$ cat src/rtl/hw5_alu_ctrl.sv
// Command sequencer for the external 16-bit ALU: one-shot ADD/AND/NOT plus a
// shift-add MUL that reuses the ALU adder once per multiplier bit.
module hw5_alu_ctrl #(
  parameter bit MUL_EARLY_EXIT = 1'b1
) (
  input  logic        clk,
  input  logic        rst_n,
  input  logic        cmd_valid,
  output logic        cmd_ready,
  input  logic [1:0]  cmd_op,
  input  logic [15:0] cmd_a,
  input  logic [15:0] cmd_b,
  output logic        rsp_valid,
  input  logic        rsp_ready,
  output logic [15:0] rsp_data,
  output logic        rsp_carry,
  output logic        busy,
  output logic [1:0]  alu_control,
  output logic [15:0] aluin1,
  output logic [15:0] aluin2,
  input  logic [15:0] aluout,
  input  logic        alu_carry
);

  localparam int unsigned WIDTH   = 16;
  localparam int unsigned STEP_W  = 4;
  localparam logic [1:0]  OP_ADD  = 2'd0;
  localparam logic [1:0]  OP_MUL  = 2'd3;
  localparam logic [1:0]  ALU_ZERO = 2'd3;

  typedef enum logic [1:0] {S_IDLE, S_EXEC, S_MUL_STEP, S_DONE} state_t;

  state_t             r_state, w_state_nxt;
  logic [1:0]         r_op, w_op_nxt;
  logic [WIDTH-1:0]   r_a, w_a_nxt;
  logic [WIDTH-1:0]   r_b, w_b_nxt;
  logic [WIDTH-1:0]   r_acc, w_acc_nxt;
  logic               r_sticky, w_sticky_nxt;
  logic [STEP_W-1:0]  r_step, w_step_nxt;
  logic               r_rsp_valid, w_rsp_valid_nxt;
  logic [WIDTH-1:0]   r_rsp_data, w_rsp_data_nxt;
  logic               r_rsp_carry, w_rsp_carry_nxt;
  logic               r_cmd_ready, r_busy;
  logic [1:0]         r_alu_ctrl, w_alu_ctrl_nxt;
  logic [WIDTH-1:0]   r_alu_in1, w_alu_in1_nxt;
  logic [WIDTH-1:0]   r_alu_in2, w_alu_in2_nxt;

  // Next-state and next-output decode
  always_comb begin
    w_state_nxt     = r_state;
    w_op_nxt        = r_op;
    w_a_nxt         = r_a;
    w_b_nxt         = r_b;
    w_acc_nxt       = r_acc;
    w_sticky_nxt    = r_sticky;
    w_step_nxt      = r_step;
    w_rsp_valid_nxt = r_rsp_valid;
    w_rsp_data_nxt  = r_rsp_data;
    w_rsp_carry_nxt = r_rsp_carry;

    case (r_state)
      S_IDLE: begin
        if (cmd_valid) begin
          w_op_nxt     = cmd_op;
          w_a_nxt      = cmd_a;
          w_b_nxt      = cmd_b;
          w_acc_nxt    = '0;
          w_sticky_nxt = 1'b0;
          w_step_nxt   = '0;
          w_state_nxt  = (cmd_op == OP_MUL) ? S_MUL_STEP : S_EXEC;
        end
      end
      S_EXEC: begin
        w_rsp_data_nxt  = aluout;
        w_rsp_carry_nxt = (r_op == OP_ADD) & alu_carry;
        w_rsp_valid_nxt = 1'b1;
        w_state_nxt     = S_DONE;
      end
      S_MUL_STEP: begin
        if (r_b[0]) begin
          w_acc_nxt    = aluout;
          w_sticky_nxt = r_sticky | alu_carry;
        end
        // A multiplicand bit shifting out while higher multiplier bits remain means overflow
        w_sticky_nxt = w_sticky_nxt | (r_a[WIDTH-1] & (|r_b[WIDTH-1:1]));
        w_a_nxt      = r_a << 1;
        w_b_nxt      = r_b >> 1;
        w_step_nxt   = r_step + STEP_W'(1);
        if ((r_step == STEP_W'(WIDTH - 1)) || (MUL_EARLY_EXIT && (w_b_nxt == '0))) begin
          w_rsp_data_nxt  = w_acc_nxt;
          w_rsp_carry_nxt = w_sticky_nxt;
          w_rsp_valid_nxt = 1'b1;
          w_state_nxt     = S_DONE;
        end
      end
      S_DONE: begin
        if (rsp_ready) begin
          w_rsp_valid_nxt = 1'b0;
          w_state_nxt     = S_IDLE;
        end
      end
      default: w_state_nxt = S_IDLE;
    endcase

    // ALU drive for the cycle that follows this edge
    w_alu_ctrl_nxt = ALU_ZERO;
    w_alu_in1_nxt  = '0;
    w_alu_in2_nxt  = '0;
    if (w_state_nxt == S_EXEC) begin
      w_alu_ctrl_nxt = w_op_nxt;
      w_alu_in1_nxt  = w_a_nxt;
      w_alu_in2_nxt  = w_b_nxt;
    end else if ((w_state_nxt == S_MUL_STEP) && w_b_nxt[0]) begin
      w_alu_ctrl_nxt = OP_ADD;
      w_alu_in1_nxt  = w_acc_nxt;
      w_alu_in2_nxt  = w_a_nxt;
    end
  end

  always_ff @(posedge clk or negedge rst_n) begin
    if (!rst_n) begin
      r_state     <= S_IDLE;
      r_op        <= '0;
      r_a         <= '0;
      r_b         <= '0;
      r_acc       <= '0;
      r_sticky    <= 1'b0;
      r_step      <= '0;
      r_rsp_valid <= 1'b0;
      r_rsp_data  <= '0;
      r_rsp_carry <= 1'b0;
      r_cmd_ready <= 1'b1;
      r_busy      <= 1'b0;
      r_alu_ctrl  <= ALU_ZERO;
      r_alu_in1   <= '0;
      r_alu_in2   <= '0;
    end else begin
      r_state     <= w_state_nxt;
      r_op        <= w_op_nxt;
      r_a         <= w_a_nxt;
      r_b         <= w_b_nxt;
      r_acc       <= w_acc_nxt;
      r_sticky    <= w_sticky_nxt;
      r_step      <= w_step_nxt;
      r_rsp_valid <= w_rsp_valid_nxt;
      r_rsp_data  <= w_rsp_data_nxt;
      r_rsp_carry <= w_rsp_carry_nxt;
      r_cmd_ready <= (w_state_nxt == S_IDLE);
      r_busy      <= (w_state_nxt != S_IDLE);
      r_alu_ctrl  <= w_alu_ctrl_nxt;
      r_alu_in1   <= w_alu_in1_nxt;
      r_alu_in2   <= w_alu_in2_nxt;
    end
  end

  assign cmd_ready   = r_cmd_ready;
  assign busy        = r_busy;
  assign rsp_valid   = r_rsp_valid;
  assign rsp_data    = r_rsp_data;
  assign rsp_carry   = r_rsp_carry;
  assign alu_control = r_alu_ctrl;
  assign aluin1      = r_alu_in1;
  assign aluin2      = r_alu_in2;

endmodule

$ cat config.mk
export PLATFORM = sky130hd
export DESIGN_NAME = hw5_alu_ctrl
export DESIGN_NICKNAME = d
export VERILOG_FILES = /design/src/rtl/hw5_alu_ctrl.sv
export SDC_FILE = /design/constraint.sdc
export NUM_CORES = 1
export LEC_CHECK = 0
export CAP_MARGIN = 25
export CORE_AREA = 5 5 114 116
export DETAILED_ROUTE_END_ITERATION = 7
export DIE_AREA = 0 0 119 121
export GPL_TIMING_DRIVEN = 1
export PLACE_DENSITY_LB_ADDON = 0.08
export SETUP_SLACK_MARGIN = 0.05
export SLEW_MARGIN = 20
export SYNTH_ARGS = -nofsm -noshare
export SYNTH_HDL_FRONTEND = slang
export SYNTH_SLANG_ARGS = --single-unit
$ cat constraint.sdc
create_clock -name clk -period 2.3 [get_ports clk]
set_input_delay 0.69 -clock clk [delete_from_list [all_inputs] [get_ports clk]]
set_output_delay 0.69 -clock clk [all_outputs]
set_load 0.03 [all_outputs]
==> metrics.md <==
| Metric | Value |
|---|---|
| Status | finished clean |
| Pin count of the biggest net entering global routing | 112 |
| Total track usage | 19.04% |
| Clock Skew | 0.01029 ns |
| CP Capture Type | primary output |
| H-tree levels | 3 |
| Mapped cell area | 4815 sq um |
| CTS buffer count | 9 |
| Routed wire length | 13,130 microns |
| Hold WC Path Type | in -> async |
| Total iterations of the first detailed-routing run | 4 |
| 1st-iter DRT viols | 316 |
| Cell family with most CP delay | buffers and inverters |
| Clock root cell | clkbuf_16 |
| Tmin final | 2.206 ns |
| Worst slew pin tran | 0.6104 ns |
| Hpwl dp | 9277 microns |
| Yosys Warn Count | 0 |
| Fin area | 6699 sq um |
| # diodes | 0 |
| Synth top area share | 56.13% |
| GR Layer Usage met2 | 30.45% |
| Syn Inst Count | 416 |
| Mean Syn Cell Area | 11.57 sq um |
| Power Density | 1516 nW/um^2 |
| Final nets | 606 |
| First-pass GRT wire length | 21,550 microns |
| Area contributors post-synth | dfrtp_1 (56%), mux2_2 (7.0%), a22oi_1 (4.8%), inv_1 (3.8%), o22ai_2 (3.4%) |
| CP required | 1.61 ns |
| Cell Rows | 40 |
| GR peak layer | met2 |
| Initial core utilization | 40.76% |
| Sum Neg Setup Slack | 0 ns |
| Static leakage | 0.003120 uW |
| Die height | 121 microns |
| Setup CP Type | reg -> out |
| Syn-to-layout area delta | 39.14% |
| Mapped Nets | 472 |
| Synth Register Bits | 111 |
| Clock transition at path regs | 0.07 ns |
| Number of port buffers | 108 |
| Max cap viols | 0 |
| Layout fillers | 1,036 |
| Vias in the first global route | 3,924 |
| Max Clk Rate | 453.3 MHz |
| Post-synth EDFFs | 0 |
| Final setup fails | 0 |
| Unrepaired setup endpoints after global routing | false |
| Initial antenna violation count | 0 |
| WP buf/inv | 1 |
| Final Wtd Congestion | 0.8013 |
| Crit path arrival time | 1.52 ns |
| TritonCTS clock tree | done |
| Io pins | 109 |
| Met1 Track Usage GR | 25.76% |
| Top FF cell, synth | dfrtp_1 |
| Fin. Hold Viols | 0 |
| Most frequent cells in the layout | dfrtp_1 (108), clkdlybuf4s50_1 (105), inv_1 (49) |
| Met3 GRT Util | 5.594% |
| DP Area | 6354 sq um |
| Share of cells above drive strength 1 | 19.64% |
| DR WL/cell | 18.71 microns |
| Postcts setup bufs | 0 |
| Commonest non-fill, non-tap cell in the layout | dfrtp_1 |
| Synth area leader | dfrtp_1 |
| Fin crit share | 95.91% |
| Final routed DRC violation total | 0 |
| Slowest-stage cell, CP | clkdlybuf4s50_1 |
| Core Footprint | 11,810 sq um |
| Die area | 14,400 sq um |
| Pre-CTS WS | -0.08244 ns |
| Sequential share of the synthesized area | 57.77% |
| DR vias/cell | 5.383 |
| Max FO, Critical Path | 1 |
| Longest Clk Path Bufs | 2 |
| Distinct cells, synth | 49 |
| Die X-Extent | 119 microns |
| Final setup margin | 0.09413 ns |
| Critical-path cell list | clkdlybuf4s50_1 |
| Pins Over Slew Limit | 0 |
| Reg area | 2781 sq um |
| Clock Sinks | 111 |
| Clk_lat worst skew | 0.35 ns |
| Ys async rst share | 100.0% |
| Vias after detailed routing | 3,779 |
| Multi-input logic area | 1728 sq um |
| Relative slew slack | 59.31% |
| CP peak stage delay | 0.65 ns |
| Startpoint Class | flip-flop |
| Antenna-violating nets left | 0 |
| Peak VDD IR | 0.0008873 V |
| Total grt overflow | 0 |
## flip-flops by register name, indices dropped and copies added (netlist names)
signal	flops
busy	1
cmd_ready	1
rsp_data	16
r_acc	16
rsp_valid	1
r_b	16
r_op	2
rsp_carry	1
aluin1	16
alu_control	2
r_sticky	1
r_step	4
r_a	16
aluin2	16
r_state	2
## where the power goes
group	switching, uW	leakage, uW	internal, uW	total [uW]
clock network	686	0.000164	1100	1780
registers	466	0.00143	2770	3240
logic	2810	0.00153	2320	5130
total	3960	0.00312	6190	10200
## worst reg2reg max path: stages (launching register included)
cell      delay, ns
dfrtp_1        0.51
nor2b_1        0.26
buf_4          0.18
a222oi_1       0.47
nand2_2        0.14
buf_12         0.20
o22ai_2        0.18
## cell usage after synthesis, drive strengths merged, types with 2 or more instances
cell type  count
clkbuf        21
nor3           2
a32o          14
nand4          2
nor2b          4
nand2b         4
nand2         27
o22ai         32
o21ai          2
a22o           4
dfstp          3
inv           49
buf            7
o21a          16
nand3b         2
dfrtp        108
nor2           7
and3           2
nand3          3
nor4           3
a21oi         23
a22oi         31
mux2          33
## cells by family (layout without fill, tap and decap cells)
group,after synthesis,in the layout,share of synthesized area (%)
flip-flops,111,111,57.77
multiplexers,33,33,7.718
AND/OR/NAND/NOR,61,61,6.315
buffers and inverters,77,216,6.419
AO/OA/AOI/OAI,133,133,21.52
adder cells (fa/ha/maj),1,1,0.2598
## path summary, 6_finish.rpt
path                                      endpoint  slack, ns  cells past startpoint                      from
max in group asynchronous  rsp_data[2]$_DFFE_PN0P_       1.44                      2                     rst_n
setup / recovery                    alu_control[0]       0.09                      1  alu_control[0]$_DFF_PN1_
hold reg to reg                  r_op[0]$_DFF_PN0_       0.50                      2         r_op[0]$_DFF_PN0_
min in group clk                 r_op[0]$_DFF_PN0_       0.50                      2         r_op[0]$_DFF_PN0_
hold / removal                   r_op[1]$_DFF_PN0_       0.38                      2                     rst_n
setup reg to reg              aluin2[10]$_DFF_PN0_       0.29                      6      r_state[1]$_DFF_PN0_
## metrics by stage
stage | instances | utilization (%) | hold slack [ns] | total power, uW
2_1_floorplan | 416 | - | 0.3944 | 6265
3_3_place_gp | 686 | 53.79 | 0.4680 | 8373
3_5_place_dp | 686 | 53.79 | 0.4791 | 8426
4_1_cts | 702 | 56.67 | 0.4410 | 10260
5_1_grt | 702 | 56.72 | 0.4629 | 10790
6_report | 702 | 56.72 | 0.3787 | 10150
## routing by layer
layer | vias up | wire length, microns | part of all wire, %
li1 | 1765 | - | -
met1 | 1879 | 5955 | 45
met2 | 126 | 6315 | 48
met3 | 9 | 747 | 5.7
met4 | 0 | 114 | 0.87
met5 | - | 0 | 0
## final cells by class
cell class / instances / area share [%]
inverter: 49 / 2.746
timing repair buffer: 151 / 22.11
tap: 147 / 2.746
sequential: 111 / 41.52
multi-input combinational: 228 / 25.79
clock buffer: 13 / 3.736
clock inverter: 3 / 1.345
## what timing repair did
| item | CTS | global route |
|---|---|---|
| hold buffers | 0 | 0 |
| endpoints found under the setup margin | 0 | 2 |
| gates resized for setup | 0 | 2 |
Note: power is estimated with default switching activity, not from simulation.
